[src/rtl/instr_fetch_ctrl.sv]
// ---------------------------------------------------------------------------
// instr_fetch_ctrl
// Instruction fetch front end. It keeps one fetch in flight to a synchronous
// instruction memory and buffers the returned words in a 2-entry skid FIFO
// ahead of decode. It also handles branch/jump redirects and latches a sticky
// fault on a misaligned redirect or a fetch past the end of the ROM.
//
// Ports
//   clk            : single clock, rising edge
//   rst            : synchronous active-high reset
//   imem_addr      : fetch byte address to instruction memory (read_add)
//   imem_rdata     : instruction memory data, valid one cycle after imem_addr
//   redirect_valid : redirect strobe from branch/jump resolution
//   redirect_pc    : redirect target byte address
//   inst_valid     : FIFO head holds an instruction for decode
//   inst_ready     : decode accepts the head instruction
//   inst_data      : head instruction word
//   inst_pc        : byte address of inst_data
//   fetch_fault    : sticky fault, cleared only by rst
// ---------------------------------------------------------------------------
module instr_fetch_ctrl #(
    parameter logic [31:0] RESET_PC  = 32'h0000_0000,
    parameter int unsigned ROM_WORDS = 512
) (
    input  logic        clk,
    input  logic        rst,
    output logic [31:0] imem_addr,
    input  logic [31:0] imem_rdata,
    input  logic        redirect_valid,
    input  logic [31:0] redirect_pc,
    output logic        inst_valid,
    input  logic        inst_ready,
    output logic [31:0] inst_data,
    output logic [31:0] inst_pc,
    output logic        fetch_fault
);

    localparam logic [0:0]  ST_RUN   = 1'b0;
    localparam logic [0:0]  ST_FAULT = 1'b1;
    localparam logic [31:0] LAST_PC  = 32'(4 * ROM_WORDS - 4);

    logic [0:0]  r_state;
    logic [31:0] r_fetch_pc;
    logic        r_inflight;
    logic [31:0] r_inflight_pc;
    logic [31:0] r_fifo_pc   [2];
    logic [31:0] r_fifo_data [2];
    logic        r_head;
    logic [1:0]  r_count;

    logic        w_pop;
    logic        w_push;
    logic        w_issue;
    logic        w_redirect;
    logic        w_fault_enter;
    logic        w_wr_idx;
    logic [2:0]  w_occupancy;

    // Outputs: the memory address follows fetch_pc, the decode side shows the FIFO head.
    // Both are forced to their reset values while rst is high so that nothing stale
    // leaks out before the reset edge lands.
    always_comb begin
        if (rst) begin
            imem_addr  = RESET_PC;
            inst_valid = 1'b0;
            inst_data  = 32'h0000_0000;
            inst_pc    = 32'h0000_0000;
        end else begin
            imem_addr  = r_fetch_pc;
            inst_valid = (r_count != 2'd0);
            inst_data  = r_fifo_data[r_head];
            inst_pc    = r_fifo_pc[r_head];
        end
        fetch_fault = (r_state == ST_FAULT);
    end

    // Slots that will be occupied after this edge if nothing new is issued: entries
    // already buffered plus the word returning now, minus the one decode takes.
    // A pop implies r_count >= 1, so this never underflows.
    assign w_pop       = inst_valid & inst_ready;
    assign w_occupancy = {1'b0, r_count} + {2'b00, r_inflight} - {2'b00, w_pop};

    // Next-action decode: redirect beats issue; bad targets or fetch addresses fault.
    always_comb begin
        w_issue       = 1'b0;
        w_redirect    = 1'b0;
        w_fault_enter = 1'b0;
        case (r_state)
            ST_RUN: begin
                if (redirect_valid) begin
                    if (redirect_pc[1:0] != 2'b00) begin
                        w_fault_enter = 1'b1;
                    end else begin
                        w_redirect = 1'b1;
                    end
                end else if (w_occupancy < 3'd2) begin
                    // No wrap: running off the ROM end is a fault, not a fetch of 0.
                    if ((r_fetch_pc > LAST_PC) || (r_fetch_pc[1:0] != 2'b00)) begin
                        w_fault_enter = 1'b1;
                    end else begin
                        w_issue = 1'b1;
                    end
                end else begin
                    w_issue = 1'b0;
                end
            end
            ST_FAULT: begin
                w_issue = 1'b0;
            end
            default: begin
                w_fault_enter = 1'b1;
            end
        endcase
    end

    // A returning word is dropped only by a redirect; in FAULT it is still delivered.
    assign w_push = r_inflight & ~w_redirect;

    // Tail slot: with 0 or 2 entries the tail aliases the head (with 2 entries
    // that slot is only written when the head is popped in the same cycle).
    assign w_wr_idx = r_head ^ r_count[0];

    // Control state: FSM, fetch pointer and the single in-flight request.
    always_ff @(posedge clk) begin
        if (rst) begin
            r_state       <= ST_RUN;
            r_fetch_pc    <= RESET_PC;
            r_inflight    <= 1'b0;
            r_inflight_pc <= RESET_PC;
        end else begin
            if (w_fault_enter) begin
                r_state <= ST_FAULT;
            end else begin
                r_state <= r_state;
            end
            if (w_redirect) begin
                r_fetch_pc <= redirect_pc;
            end else if (w_issue) begin
                r_fetch_pc <= r_fetch_pc + 32'd4;
            end else begin
                r_fetch_pc <= r_fetch_pc;
            end
            r_inflight <= w_issue;
            if (w_issue) begin
                r_inflight_pc <= r_fetch_pc;
            end else begin
                r_inflight_pc <= r_inflight_pc;
            end
        end
    end

    // Skid FIFO storage and pointers; a redirect flushes it, consuming any same-cycle pop.
    always_ff @(posedge clk) begin
        if (rst) begin
            r_head  <= 1'b0;
            r_count <= 2'd0;
            for (int i = 0; i < 2; i++) begin
                r_fifo_pc[i]   <= 32'h0000_0000;
                r_fifo_data[i] <= 32'h0000_0000;
            end
        end else if (w_redirect) begin
            r_head  <= r_head;
            r_count <= 2'd0;
        end else begin
            if (w_push) begin
                r_fifo_pc[w_wr_idx]   <= r_inflight_pc;
                r_fifo_data[w_wr_idx] <= imem_rdata;
            end else begin
                r_fifo_pc[w_wr_idx]   <= r_fifo_pc[w_wr_idx];
                r_fifo_data[w_wr_idx] <= r_fifo_data[w_wr_idx];
            end
            if (w_pop) begin
                r_head <= ~r_head;
            end else begin
                r_head <= r_head;
            end
            r_count <= r_count + {1'b0, w_push} - {1'b0, w_pop};
        end
    end

endmodule

[config.mk]
export PLATFORM = sky130hd
export DESIGN_NAME = instr_fetch_ctrl
export DESIGN_NICKNAME = d
export VERILOG_FILES = /design/src/rtl/instr_fetch_ctrl.sv
export SDC_FILE = /design/constraint.sdc
export NUM_CORES = 1
export LEC_CHECK = 0
export ABC_AREA = 1
export CAP_MARGIN = 40
export CORE_ASPECT_RATIO = 0.8
export CORE_MARGIN = 1
export CORE_UTILIZATION = 52
export CTS_CLUSTER_SIZE = 28
export DETAILED_ROUTE_END_ITERATION = 10
export PLACE_DENSITY_LB_ADDON = 0.1
export SETUP_SLACK_MARGIN = 0.4
export SLEW_MARGIN = 20
export SYNTH_ARGS = -nofsm -noshare
export SYNTH_HDL_FRONTEND = slang
export SYNTH_SLANG_ARGS = --single-unit
[constraint.sdc]
create_clock -name clk -period 4.12 [get_ports clk]
set_input_delay 1.03 -clock clk [delete_from_list [all_inputs] [get_ports clk]]
set_output_delay 1.03 -clock clk [all_outputs]
set_load 0.02 [all_outputs]
==> results.toml, run 1 <==
[route]
vias = 6728
ant_nets = 0
dr.pass1.iters = 5
wire_per_inst_um = 13.9
drt_iter0_markers = 522
wirelength_um = 19000
post_drt_via_cell_ratio = 4.90
route.detailed.drc = 0

[critical_path]
crit_required_ns = 3.09
cpMaxStageDelayCell = "clkdlybuf4s50_1"
critPathMaxFanout = 17
crit_path_start_kind = "primary input"
arrival_ns = 2.64
max_stage_delay_ns = 0.64
end_kind = "primary output"
critPathKind = "in2out"
crit_chain = "dlygate4sd2_1 -> inv_4 -> buf_4 -> o21ai_0 -> nor2_1 -> clkdlybuf4s50_1"

[synth]
synth_top_area_cell = "edfxtp_1"
netlist_top_cells_area = "edfxtp_1 (44%), dfxtp_1 (16%), nor2_1 (14%)"
async_reset_ff_frac = 0
ys_seq_area_frac = 0.600
yosysUniqueCellTypes = 32
synth-main-ff-cell = "edfxtp_1"
synth_edf_count = 128
synth_nets = 1068
synth_area_sq_um = 8750
ys.warnings.count = 0
synth-seq-cells = 198
synthCells = 995
synth_top_cell_area_share = 0.439
syn_area_per_cell_sq_um = 8.79

[placement]
place_inst = 1342
io_buffer_count = 165
gp_congestion = 0.795
hpwl_um = 11800

[timing]
max_slew_margin = 0.484
post-route-period-util = 0.891
layout_min_cycle_time_ns = 3.67
max_freq_ghz = 0.272
setup-violations-final = 0
report.final.hold_viol_count = 0
rsz0062_at_grt = "true"
fin_skew_ns = 0.0137
slew_viol_final = 0
fin_setup_tns_ns = 0
worst_slew_pin_slew_ns = 0.774

[grt]
grt.busiest_layer = "met2"
antenna_found_initial = 0
grt.total_usage = 0.228
grt_pass1_vias = 6253
met1_usage = 0.313
grt_max_degree = 65
use_met2 = 0.366
use_met3 = 0.0434
grt-ovfl-total = 0
grt_pass1_wl_um = 30900

[floorplanning]
placeableCoreArea_sq_um = 16500
die_h_um = 118
die_w_um = 147
rows = 42
die_area_sq_um = 17300
initial_core_util = 0.530
ios = 166

[run]
drv_cap = 0

[layout]
instances_no_fill = 1374
nNetsFinal = 1214
n_antenna_cell = 0
final_util = 0.677
syn_to_final_growth_pct = 27.8
drive_gt1_frac = 0.0702

[clocking]
cts_tree = "done"
cts_buffers = 17
clockBufferDepth = 2
cts_setup_buffers = 0
clk_latency_ns = 0.44
cts_resized = 8
clkSinkCount = 198
clockRootBuffer = "clkbuf_16"
cts.htree.levels = 4
cts.clk_slew.worst_paths_ns = 0.07
ctsHoldBuffers = 0

[power]
power_density_nw_per_um2 = 420
finalPower_uw = 4690
p_leak_uw = 0.00481
irDropWorstVdd_v = 0.000291

[hold_path]
hp-class = "reg2reg"

[run_status]
outcome = "finished, final reports clean"
## cell families (layout without fill, tap and decap cells)
family	after synthesis	count (layout)	synth area share
and+or+nand+nor	482	482	0.228
DFF	198	198	0.600
AOI/OAI and AO/OA	103	103	0.0594
muxes	6	6	0.00687
adders and majority gates	5	5	0.00801
xor gates and xnor gates	2	2	0.00200
buffers and inverters	199	358	0.0961
## critical path, delay by kind of cell
kind            cells  cell delay (ns)
compound gates      1             0.11
buf+inv             4             1.32
simple gates        1             0.17
## final cells by class
cell class,count,area [sq um]
fill,1405,5320
sequential,198,5250
multi-input combinational,598,2690
timing repair buffer,185,1870
inverter,141,532
clock buffer,17,425
tap,220,275
clock inverter,15,138
## state kept, by name (all words and copies together), names as in the netlist, named ones only
name           flops
r_fetch_pc        32
r_count            2
fetch_fault        1
r_inflight_pc     32
r_fifo_pc         64
r_fifo_data       64
r_inflight         1
r_head             1
## per-stage QoR
| step | setup WS (ns) | instance area (sq um) | hold WS [ns] |
|---|---|---|---|
| after floorplan | 0.524 | 8750 | 0.431 |
| after CTS | 0.448 | 11200 | 0.458 |
| final | 0.448 | 11200 | 0.456 |
| after global routing | 0.392 | 11200 | 0.474 |
| after global placement | 0.181 | 10600 | 0.443 |
| after detailed placement | 0.167 | 10600 | 0.447 |
## cells in the mapped netlist, types with 3 or more instances
master    instances
a21oi_1           7
nand2_1          62
buf_1             3
nor3_1            5
nor2_1          336
or2_2             6
nand3_2          10
nand3_1          52
edfxtp_1        128
buf_4            13
clkbuf_1         24
dfxtp_1          70
inv_2             3
ha_1              4
buf_2            15
mux2i_1           6
inv_1           138
o21ai_0          94
## where the power goes
part | total (uW) | switching (uW) | leakage [uW] | internal [uW]
logic | 811 | 486 | 0.00267 | 325
registers | 2300 | 63.3 | 0.00187 | 2240
clock network | 1580 | 783 | 0.000267 | 798
## per-layer routing
layer | up-vias | routed length (um)
met4 | 0 | 142
li1 | 3436 | -
met5 | - | 0
met1 | 3119 | 8790
met2 | 163 | 9130
met3 | 10 | 962
## placed cells by master, fill, tap and decap left out, drive strengths merged
master | Yosys | routed
fa | 1 | 1
nand2 | 64 | 64
inv | 141 | 149
mux2i | 6 | 6
clkdlybuf4s50 | 0 | 153
nor3 | 5 | 5
clkinvlp | 0 | 3
and2 | 1 | 1
clkinv | 0 | 4
a21oi | 7 | 7
xnor2 | 2 | 2
ha | 4 | 4
or2 | 6 | 6
nor2 | 338 | 338
o21bai | 1 | 1
nand2b | 1 | 1
a31oi | 1 | 1
o21ai | 94 | 94
clkbuf | 24 | 17
nand3b | 1 | 1
nand4 | 3 | 3
dlygate4sd2 | 0 | 8
edfxtp | 128 | 128
nand3 | 62 | 62
dfxtp | 70 | 70
dlymetal6s2s | 0 | 4
buf | 34 | 20
and3 | 1 | 1
## final timing paths
| path | from | endpoint | slack [ns] | cells past startpoint |
|---|---|---|---|---|
| worst max-delay path | rst | inst_pc[4] | 0.45 | 6 |
| worst min-delay path | r_inflight_pc[23] | r_inflight_pc[23] | 0.46 | 2 |
| worst max register to register | r_count[1] | r_inflight_pc[8] | 1.38 | 13 |
| worst min register to register | r_inflight_pc[23] | r_inflight_pc[23] | 0.46 | 2 |
Power figures use the tool's default switching activity.
==> inputs of run 2 (changes only) <==
--- a/config.mk
+++ b/config.mk
@@ -12,6 +12,7 @@
 export CORE_UTILIZATION = 52
 export CTS_CLUSTER_SIZE = 28
 export DETAILED_ROUTE_END_ITERATION = 10
+export GPL_ROUTABILITY_DRIVEN = 0
 export PLACE_DENSITY_LB_ADDON = 0.1
 export SETUP_SLACK_MARGIN = 0.4
 export SLEW_MARGIN = 20
==> results of run 2 <==
The final DEF is identical to that of run 1; final timing and power are the same.
==> inputs of run 3 (changes only) <==
--- a/config.mk
+++ b/config.mk
@@ -7,12 +7,12 @@
 export LEC_CHECK = 0
 export ABC_AREA = 1
 export CAP_MARGIN = 40
-export CORE_ASPECT_RATIO = 0.8
 export CORE_MARGIN = 1
 export CORE_UTILIZATION = 52
 export CTS_CLUSTER_SIZE = 28
 export DETAILED_ROUTE_END_ITERATION = 10
 export GPL_ROUTABILITY_DRIVEN = 0
+export HOLD_SLACK_MARGIN = 0.12
 export PLACE_DENSITY_LB_ADDON = 0.1
 export SETUP_SLACK_MARGIN = 0.4
 export SLEW_MARGIN = 20
==> results.toml, run 3 (synthesis gave the netlist of run 1 again) <==
[floorplanning]
initial_core_util = 0.529
die_area_sq_um = 17300
rows = 47
placeableCoreArea_sq_um = 16500
die_w_um = 132
ios = 166
die_h_um = 132

[placement]
io_buffer_count = 165
place_inst = 1341
hpwl_um = 11800

[critical_path]
crit_required_ns = 3.09
arrival_ns = 2.60
crit_path_start_kind = "primary input"
end_kind = "primary output"
critPathKind = "in2out"
critPathMaxFanout = 27

[power]
finalPower_uw = 4680
p_leak_uw = 0.00508
cellInternalPower_uw = 3420
seq_power_share = 0.493
power_frac_clock = 0.341
irDropWorstVdd_v = 0.000321
power_density_nw_per_um2 = 422
p_comb_frac = 0.166
p_switching_uw = 1250
swShare = 0.268

[clocking]
cts_tree = "done"
clockRootBuffer = "clkbuf_16"
clk_latency_ns = 0.43
clockBufferDepth = 2
cts.clk_slew.worst_paths_ns = 0.07
cts_buffers = 17
cts.htree.levels = 4
ctsHoldBuffers = 0
cts_setup_buffers = 0
clkSinkCount = 198

[run_status]
outcome = "finished, final reports clean"

[grt]
grt-ovfl-total = 0
grt_max_degree = 65
grt.total_usage = 0.227
antenna_found_initial = 0
grt_pass1_vias = 6362
grt_pass1_wl_um = 31200

[layout]
final_common_cell = "nor2_1"
final_cell_mix = "nor2_1 (336), inv_1 (137), edfxtp_1 (128)"
final_util = 0.671
fillCellCount = 1368
ff_latch_area_sq_um = 5250
multi_input_area_sq_um = 2680
syn_to_final_growth_pct = 26.8
nNetsFinal = 1213
instances_no_fill = 1373
drive_gt1_frac = 0.0668
n_antenna_cell = 0
reg_top3 = "r_fifo_data (64), r_fifo_pc (64)"

[route]
dr.pass1.iters = 7
wire_per_inst_um = 13.9
ant_nets = 0
route.detailed.drc = 0
post_drt_via_cell_ratio = 4.96
drt_iter0_markers = 567
wirelength_um = 19100
vias = 6804

[timing]
fin_skew_ns = 0.0141
report.final.hold_viol_count = 0
fin_setup_tns_ns = 0
setup-violations-final = 0
slew_viol_final = 0
worst_slew_pin_slew_ns = 0.760
max_freq_ghz = 0.276
layout_min_cycle_time_ns = 3.63
rsz0062_at_grt = "false"
whs_ns = 0.455
post-route-period-util = 0.881
max_slew_margin = 0.494

[run]
drv_cap = 0

[hold_path]
hp-class = "reg2reg"
-- run 3: changes by cell type in the layout (fill, tap and decap cells not counted), sizes merged --
cell           delta
clkinv            -1
inv               -4
clkdlybuf4s50    -59
dlygate4sd2      +55
dlymetal6s2s      +3
clkbuf            +5
clkinvlp          -1
bufinv            +1
-- run 3: worst paths after layout --
kind	from	to	slack, ns	depth (start not counted)
hold reg to reg	r_inflight_pc[17]	r_inflight_pc[17]	0.46	2
hold / removal	r_inflight_pc[17]	r_inflight_pc[17]	0.46	2
setup reg to reg	r_count[1]	r_inflight_pc[10]	1.33	13
setup / recovery	rst	imem_addr[5]	0.49	4
-- run 3: what timing repair did --
action	4_1_cts	5_1_grt
endpoints found under the setup margin	63	15
cloned	0	0
resized for setup	65	8
-- run 3: metal layers --
| layer | vias up | routed length, um | part of all wire | track usage |
|---|---|---|---|---|
| met1 | 3172 | 8570 | 0.45 | 0.301 |
| met2 | 200 | 8980 | 0.47 | 0.366 |
| met3 | 12 | 1320 | 0.069 | 0.0602 |
| li1 | 3420 | - | - | - |
| met4 | 0 | 185 | 0.0097 | 0.0691 |
| met5 | - | 0 | 0 | 0 |
-- run 3: metrics by stage --
stage	setup slack (ns)	instance area (sq um)
2_1_floorplan	0.524	8750
3_3_place_gp	0.198	10600
3_5_place_dp	0.156	10600
4_1_cts	0.416	11100
5_1_grt	0.403	11100
6_report	0.491	11100
-- run 3: worst max-delay path, stage by stage --
cell,delay (ns)
clkdlybuf4s50_1,0.55
buf_4,0.33
nor2_1,0.10
clkdlybuf4s50_1,0.58
-- run 3: power groups by stage --
stage,clock (uW),sequential (uW),combinational (uW)
5_1_grt,1690,2320,868
2_1_floorplan,0,2330,508
3_3_place_gp,0,2340,804
4_1_cts,1620,2300,783
6_report,1590,2310,776
3_5_place_dp,0,2350,809
-- run 3: final cells by class --
cell class / count / share of cell area
clock buffer: 22 / 0.0429
clock inverter: 10 / 0.00823
inverter: 141 / 0.0479
multi-input combinational: 598 / 0.242
sequential: 198 / 0.473
tap: 220 / 0.0248
timing repair buffer: 184 / 0.162
==> RTL edit, RTL diff (settings of run 3) <==
Put a register stage on the output `fetch_fault`, with the module's reset. The value now appears one clock later. The other outputs are not delayed to match.
--- a/src/rtl/instr_fetch_ctrl.sv
+++ b/src/rtl/instr_fetch_ctrl.sv
@@ -41,2 +41,4 @@
 
+    logic fetch_fault_d;
+
     logic [0:0]  r_state;
@@ -73,3 +75,3 @@
         end
-        fetch_fault = (r_state == ST_FAULT);
+        fetch_fault_d = (r_state == ST_FAULT);
     end
@@ -180,2 +182,10 @@
 
+    always_ff @(posedge clk) begin
+        if (rst) begin
+            fetch_fault <= '0;
+        end else begin
+            fetch_fault <= fetch_fault_d;
+        end
+    end
+
 endmodule
Behaviour: not the same (a bounded check fails within 4 cycles, from zero or initial values and one cycle with rst high).
==> RTL edit against run 3 <==
  * Maximum frequency shrank 0.88%
  * Total power rose by 4.8%
  * Via count decreased by 1.6%
  * First-iteration DRC count decreased by 13%
  * Sequential share of layout area is 0.89 points lower
  * Die area grew 0.24%
  * Clock skew is 0.0050 ns lower
  * Wire length up 0.42%
  * Worst setup slack got worse by 0.032 ns
  * Sequential cell count grew 1
  * Synthesized area up 0.24%
  * Non-clock buffer count grew 5
  * Cell area rose by 2.3%
==> RTL edit: results (changes against run 3) <==
wire per inst: 13.9 um (-0.16%)
Mapped Nets: 1070 (+0.19%)
hold_sp: r_inflight_pc[16]
r2r setup slk: 1.31 ns (-0.02 ns)
Yosys warning count: 0 (unchanged)
CP endpoint: inst_pc[19]
post-synthesis sequential area ratio: 60.1% (+0.083 points)
Min-Delay Path Depth: 2 (unchanged)
met1 WL: 8.79 mm (+2.6%)
post-DP HPWL: 11.8 mm (about the same)
met2 wire length: 9.08 mm (+1.1%)
clk root buf: clkbuf_16
skew final: 0.00910 ns (-0.00504 ns)
Critical R2R Capture: r_fetch_pc[15]
ys async rst share: 0% (unchanged)
nets: 1221 (+0.66%)
layout cells sized above 1: 7.32% (+0.64 points)
largest stage delay on the critical path: 0.61 ns (+0.03 ns)
met3 WL: 1.06 mm (-19%)
Synth cell types: 33 (+3.1%)
VDD IR max: 0.298 mV (-7.2%)
number of global-route vias before repair: 6382 (+0.31%)
maximum net fanout on the critical path: 39 (+44%)
uppermost routed layer: met5
reg2reg path depth: 16 (+3)
vias per std cell: 4.85 (-2.2%)
total track usage: 22.7% (about the same)
initial antenna violation count: 1 (+1)
CP arrival: 2.63 ns (+0.03 ns)
top post-synthesis cells by count: nor2_1, inv_1, edfxtp_1, o21ai_0, dfxtp_1
status: completed
Worst slew margin: 49.2% (-0.11 points)
drt first pass iters: 5 (-2)
htree depth: 4 (unchanged)
global-route wire length before repair: 31.1 mm (-0.31%)
P_leak: 0.00508 uW (about the same)
-- RTL edit: layer usage --
| layer | track usage [%] | up-vias |
|---|---|---|
| met5 | 0 | - |
| met4 | 6.27 | 2 |
| met3 | 5.50 | 16 |
| met2 | 37.0 | 183 |
| met1 | 30.4 | 3053 |
| li1 | - | 3440 |
-- RTL edit: cells by family (layout without fill, tap and decap cells) --
logic type / count (synthesis) / count (layout) / share of synthesized area [%]
AO/OA/AOI/OAI: 103 / 103 / 5.92
XOR/XNOR: 2 / 2 / 0.200
adder cells (fa/ha/maj): 5 / 5 / 0.799
buffers and inverters: 199 / 363 / 9.56
flip-flops: 199 / 199 / 60.1
multiplexers: 6 / 6 / 0.685
AND/OR/NAND/NOR: 483 / 483 / 22.8
-- RTL edit: through the flow --
step	area (sq um)	setup WS [ns]	instances	hold WS [ns]	utilization, %
floorplan	8770	0.520	997	0.431	-
global placement	10600	0.162	1346	0.439	64.4
detailed placement	10600	0.151	1346	0.446	64.4
CTS	11300	0.408	1381	0.457	68.4
global route	11300	0.403	1381	0.477	68.7
finish	11300	0.458	1381	0.457	68.7
-- RTL edit: worst min-delay path: cells and delay by family, from the launching register on --
family,cells,cell delay (ns)
buffers and inverters,1,0.04
AND/OR/NAND/NOR,1,0.07
flip-flops,1,0.31
-- RTL edit: power by group --
part,switching [uW],internal (uW),total [uW]
registers,66.6,2250,2320
clock network,732,1040,1770
logic,482,328,811
-- RTL edit: repair_timing --
action	4_1_cts	5_1_grt
resized for setup	4	18
setup endpoints to repair	75	18
gates cloned	1	0
setup buffers	2	0
-- RTL edit: cell type report --
cell class	count	area [sq um]
sequential	199	5270
inverter	141	532
clock inverter	14	196
tap	220	275
multi-input combinational	599	2680
timing repair buffer	189	1950
timing repair inverter	1	7.51
fill	1305	5180
clock buffer	18	439
